### config.mk
export PLATFORM = sky130hd
export DESIGN_NAME = minirisc_bus_arbiter
export DESIGN_NICKNAME = d
export VERILOG_FILES = /design/src/rtl/minirisc_bus_arbiter.sv
export SDC_FILE = /design/constraint.sdc
export NUM_CORES = 1
export LEC_CHECK = 0
export CAP_MARGIN = 5
export CORE_MARGIN = 4
export CORE_UTILIZATION = 23
export DETAILED_ROUTE_END_ITERATION = 16
export HOLD_SLACK_MARGIN = 0.08
export PLACE_DENSITY = 0.87
export REMOVE_ABC_BUFFERS = 1
export SKIP_LAST_GASP = 1
export SYNTH_ARGS = -nofsm -noshare
export SYNTH_HDL_FRONTEND = slang
export SYNTH_SLANG_ARGS = --single-unit
### constraint.sdc
create_clock -name clk -period 3.2 [get_ports clk]
set_input_delay 0.8 -clock clk [delete_from_list [all_inputs] [get_ports clk]]
set_output_delay 0.8 -clock clk [all_outputs]
set_load 0.02 [all_outputs]
### src/rtl/minirisc_bus_arbiter.sv
// minirisc_bus_arbiter: two-master round-robin bus arbiter with registered one-hot grant and a dead cycle between owners
module minirisc_bus_arbiter (
  input  logic       clk,
  input  logic       rst_n,
  input  logic       m0_bus_req,
  output logic       m0_bus_grant,
  input  logic [7:0] m0_mst2slv_addr,
  input  logic       m0_mst2slv_wr,
  input  logic       m0_mst2slv_rd,
  input  logic [7:0] m0_mst2slv_data,
  input  logic       m1_bus_req,
  output logic       m1_bus_grant,
  input  logic [7:0] m1_mst2slv_addr,
  input  logic       m1_mst2slv_wr,
  input  logic       m1_mst2slv_rd,
  input  logic [7:0] m1_mst2slv_data,
  output logic [7:0] s_mst2slv_addr,
  output logic       s_mst2slv_wr,
  output logic       s_mst2slv_rd,
  output logic [7:0] s_mst2slv_data,
  input  logic [7:0] s_slv2mst_data,
  output logic [7:0] m_slv2mst_data,
  output logic [1:0] bus_owner
);
  typedef enum logic [1:0] {IDLE, GNT0, GNT1} state_t;
  state_t state, next;
  logic   last;
  always_ff @(posedge clk or negedge rst_n)
    if (!rst_n) begin
      state <= IDLE;
      last  <= 1'b1;
    end else begin
      state <= next;
      if (next == GNT0) last <= 1'b0;
      else if (next == GNT1) last <= 1'b1;
    end
  always_comb begin
    next = IDLE;
    next = (state == GNT0) ? (m0_bus_req ? GNT0 : IDLE) :
           (state == GNT1) ? (m1_bus_req ? GNT1 : IDLE) :
           (m0_bus_req && m1_bus_req) ? (last ? GNT0 : GNT1) :
           m0_bus_req ? GNT0 :
           m1_bus_req ? GNT1 : IDLE;
  end
  assign m0_bus_grant   = (state == GNT0);
  assign m1_bus_grant   = (state == GNT1);
  assign bus_owner      = {m1_bus_grant, m0_bus_grant};
  assign s_mst2slv_addr = m0_bus_grant ? m0_mst2slv_addr : m1_bus_grant ? m1_mst2slv_addr : 8'h00;
  assign s_mst2slv_wr   = m0_bus_grant ? m0_mst2slv_wr   : m1_bus_grant & m1_mst2slv_wr;
  assign s_mst2slv_rd   = m0_bus_grant ? m0_mst2slv_rd   : m1_bus_grant & m1_mst2slv_rd;
  assign s_mst2slv_data = m0_bus_grant ? m0_mst2slv_data : m1_bus_grant ? m1_mst2slv_data : 8'h00;
  assign m_slv2mst_data = s_slv2mst_data;
endmodule
# Word level (Yosys, flattened, before mapping)
# Cells that the tools add are included.
dict set report word_totals {
  word_cells 25
  out_inout_bits 30
  regBits 3
}
dict set report classes {
  muxes 15
  n_reduce_logical 2
  bitwise 2
  n_eq_ne 4
}
# op n
set ops {}
lappend ops {{8-bit two-way mux} 4}
lappend ops {{2-bit two-way mux} 6}
lappend ops {{1-bit two-way mux} 5}
lappend ops {{2-bit by 1-bit equality test with 1-bit output (second input constant)} 2}
lappend ops {{2-bit equality test (second input constant)} 2}
lappend ops {{1-bit bitwise AND} 2}
lappend ops {{2-bit nonzero test} 1}
lappend ops {{1-bit logical AND} 1}

# Depth between registers and ports, before layout
dict set report depth {
  ltp_word 8
  mapped_depth 5
  ltp_nobuf 5
}

# Worst setup path before layout
# Ideal clock, no wire load.
dict set report synth_timing {
  path_type {reg2out}
  from {register state[0]}
  to {output port s_mst2slv_addr[0]}
  n_path_buf 2
  arrival_time_ns 1.105
  path_stages_with_launch 5
  setup_slack_ns 1.295
  cell_sequence {dfrtp_1 nor2b_4 buf_6 buf_12 a22o_1}
}
dict set report synth_via {
  word_cells_on_any_way 4
}
# item line
set synth_lines {}
lappend synth_lines {{start, declared} 26} ;# state_t state, next;
lappend synth_lines {{start signal, assigned} 33} ;# state <= next;
lappend synth_lines {{2-bit by 1-bit equality test with 1-bit output} 45} ;# assign m0_bus_grant = (state == GNT0);
lappend synth_lines {{named net m0_bus_grant} 6} ;# output logic m0_bus_grant,
lappend synth_lines {{8-bit two-way mux} 48} ;# assign s_mst2slv_addr = m0_bus_grant ? m0_mst2slv_addr : m1_bus_grant ? m1_mst2slv_addr : 8'h00;
lappend synth_lines {{end, declared} 17} ;# output logic [7:0] s_mst2slv_addr,
# The timed path passes the listed nets, and every way through them passes these cells.

# Final worst setup path
dict set report layout_timing {
  from {input port m0_mst2slv_addr[4]}
  to {output port s_mst2slv_addr[4]}
}
dict set report layout_via {
  elab_chain_cells 1
}
# item line
set layout_rtl {}
lappend layout_rtl {{start, declared} 7} ;# input logic [7:0] m0_mst2slv_addr,
lappend layout_rtl {{8-bit two-way mux} 48}
# No other way between the ends.

==> flow_summary_export.csv <==
group,metric,value,unit
clock_tree,cts_resized,0,
detailed_routing,first_iteration_detailed_routing_drc_count,5,
critical_path,worst-r2r-cell-count,5,
floorplan,placement_row_count,16,
critical_path,cp_slowest_cell,"clkdlybuf4s50_1",
layout,area_growth_from_synthesis_to_final_layout,117,%
floorplan,chipHeight,53.3,µm
floorplan,dieArea,2850,µm²
placement,place_area,1000,µm²
timing,worst_slew_pin_slew,0.461,ns
detailed_routing,num_vias,589,
detailed_routing,detailedRoute.firstPassIterationCount,3,
floorplan,floorplan_core_area,1960,µm²
critical_path,cell_by_cell_listing_of_the_critical_path,"clkdlybuf4s50_1 -> a22o_1 -> clkdlybuf4s50_1",
critical_path,timing.critical_path.fanout_max,1,
timing,final.setup_skew,0.00360,ns
critical_path,timing.critical_path.to_type,"output pin",
clock_tree,clk_transition_reported_paths,0.04,ns
logic_synthesis,synth_cell_type_count,20,
clock_tree,root_buffer,"clkbuf_4",
timing,clock.fmax,356,MHz
clock_tree,insertion_delay,0.24,ns
timing,finalHoldViolations,0,
timing,final-setup-viol-count,0,
placement,dp_hpwl,1620,µm
clock_tree,cts-htree-levels,1,
floorplan,die_width,53.3,µm
clock_tree,cts_tree,"done",
critical_path,r2r_end,"last",
placement,globalplace.congestion,0.565,
logic_synthesis,postSynth.topFlopCell,"dfrtp_1",
pwr,share_of_total_power_in_combinational_logic,0.731,
timing,max-slew-margin-rel,0.692,
clock_tree,clock-sinks,3,
global_routing,globalRouteOverflowTotal,0,
pwr,power.static_leakage,0.402,nW
critical_path,critPathTopFamily,"buffers and inverters",
pwr,power.switching,0.198,mW
pwr,pwr-share-clk,0.136,
timing,layout_min_cycle_time,2.81,ns
critical_path,setup.worst_path.start,"m0_mst2slv_addr[4]",
status,result_of_the_run,"finished clean",
worst_hold_path,worstHoldStart,"last",
global_routing,via_count_of_the_first_global_routing_pass,607,
logic_synthesis,synth.yosys.warnings,0,
layout,fillers,194,
pwr,internal_power,0.301,mW
timing,min_period_over_period,0.878,
critical_path,startpoint_type,"input pin",
layout,num-nets-final,149,
detailed_routing,vias_per_cell,4.67,
floorplan,number_of_ports_placed_on_the_die_boundary,78,
global_routing,grt_max_degree,21,
logic_synthesis,postSynthRegisterBits,3,
critical_path,critical_path_buf_inv_count,2,
detailed_routing,drt-total-wl,1970,µm
flow_run,maxCapViolations,0,
detailed_routing,drt_drc_violations_left,0,
layout,post-route-cell-area,1030,µm²
worst_hold_path,hp-class,"flop to flop",
logic_synthesis,post_synth_instance_area,473,µm²
detailed_routing,detail_route.wl_per_cell,15.6,µm
critical_path,critical_path.most_common_cell,"clkdlybuf4s50_1",
timing,setup_total_negative_slack,0,ns
worst_hold_path,timing.hold.worst_endpoint,"last",
clock_tree,cts_setup_buffers,0,
clock_tree,post_cts_hold_buffer_count,0,
worst_hold_path,worst_hold_stages,2,
critical_path,reg2reg_setup_slack,1.64,ns
layout,ratio_of_cells_with_drive_above_1_in_the_final_layout,0.162,
logic_synthesis,synth_edf_count,0,
logic_synthesis,post_synthesis_area_per_instance,10.1,µm²
clock_tree,cts-root-to-sink-buffers,2,
placement,place.port_buffers,61,
critical_path,critPathMaxStageDelay,0.61,ns
critical_path,timing.setup.critical_path_class,"input pin to output pin",
pwr,peakVddDrop,0.283,mV
logic_synthesis,syn_inst,47,
logic_synthesis,share_of_flip_flops_with_an_asynchronous_set_or_reset,1.00,
pwr,p_sw_frac,0.397,
critical_path,worstPathRequired,2.40,ns
global_routing,global_route.usage.total,0.135,
global_routing,grt_pass1_wl,2800,µm
critical_path,r2r_startpoint,"last",
layout,n_antenna_cell,0,
timing,slew_violations,0,
clock_tree,total_cts_buffers,3,
pwr,power_frac_seq,0.134,
detailed_routing,number_of_nets_with_antenna_violations_after_routing,0,
critical_path,arrival,2.01,ns
timing,unrepaired_setup_endpoints_after_global_routing,"no",
logic_synthesis,yosysSeqAreaShare,0.161,
global_routing,initial_antenna_violation_count,0,
floorplan,initial_utilization,0.241,
pwr,pwr_density_cell,487,nW/µm²
==> worst max-delay path by stage <==
stage / to / slack (ns) / cells after the start
final: s_mst2slv_addr[4] / 0.39 / 3
after global routing: s_mst2slv_addr[4] / 0.29 / 3
after CTS: s_mst2slv_addr[4] / 0.38 / 3
after detailed placement: s_mst2slv_addr[4] / 0.38 / 3
after global placement: s_mst2slv_addr[2] / 0.40 / 3
after floorplan: s_mst2slv_addr[0] / 1.15 / 2
==> stage by stage <==
stage | hold WS (ns) | utilization | worst slack [ns] | power (mW) | cells
floorplan | 0.460 | - | 1.15 | 0.255 | 34
global placement | 0.469 | 0.510 | 0.404 | 0.423 | 122
detailed placement | 0.497 | 0.510 | 0.377 | 0.435 | 122
CTS | 0.502 | 0.523 | 0.380 | 0.505 | 126
global route | 0.548 | 0.523 | 0.295 | 0.535 | 126
finish | 0.496 | 0.523 | 0.392 | 0.500 | 126
==> tightest hold or removal path: cells and delay by family (launching register included) <==
| kind | cells | cell delay, ns |
|---|---|---|
| DFF | 1 | 0.37 |
| buffers and inverters | 1 | 0.05 |
| muxes | 1 | 0.06 |
==> final cells by class <==
type,count,area [µm²],area share
clock buffers,4,26.3,0.0256
inverters,2,7.51,0.00732
multi-input cells,29,272,0.265
flip-flops and latches,3,76.3,0.0744
well taps,27,33.8,0.0329
repair buffers,61,611,0.595
==> power by group through the flow <==
stage,Combinational (mW),Sequential [mW],Clock [mW]
2_1_floorplan,0.190,0.0644,0
3_3_place_gp,0.358,0.0655,0
3_5_place_dp,0.367,0.0671,0
4_1_cts,0.369,0.0665,0.0702
5_1_grt,0.393,0.0691,0.0736
6_report,0.365,0.0669,0.0678
==> cells in the final DEF (no fill, tap or decap), types with 2 or more instances in the layout <==
cell type | netlist | routed
inv_1 | 2 | 2
dfrtp_1 | 2 | 2
clkdlybuf4s50_1 | 0 | 61
a22o_1 | 8 | 8
a22o_2 | 9 | 9
clkbuf_4 | 0 | 3
==> registers in the layout, indices dropped and copies added, names as in the netlist <==
signal,count
state,2
last,1
==> logic make-up after synthesis <==
family                     after synthesis  share of synthesized area
buffers and inverters                   15                      0.265
muxes                                    1                     0.0212
AOI/OAI and AO/OA                       22                      0.426
DFF                                      3                      0.161
and+or+nand+nor                          4                     0.0794
adders and majority gates                2                     0.0476
==> cells in the mapped netlist, drive strengths merged, types with 2 or more instances <==
| cell | count | area, µm² |
|---|---|---|
| a22o | 18 | 178 |
| buf | 13 | 118 |
| dfrtp | 2 | 50.1 |
| inv | 2 | 7.51 |
==> metal layers <==
layer  track usage  part of all wire  wire length, µm  vias up
met2         0.237              0.46              901       57
met1         0.115              0.32              635      254
met3        0.0930              0.21              418        2
met5             0                 0                0        -
met4        0.0596            0.0071               14        0
li1              -                 -                -      276
Note: power is estimated with default switching activity, not from simulation.
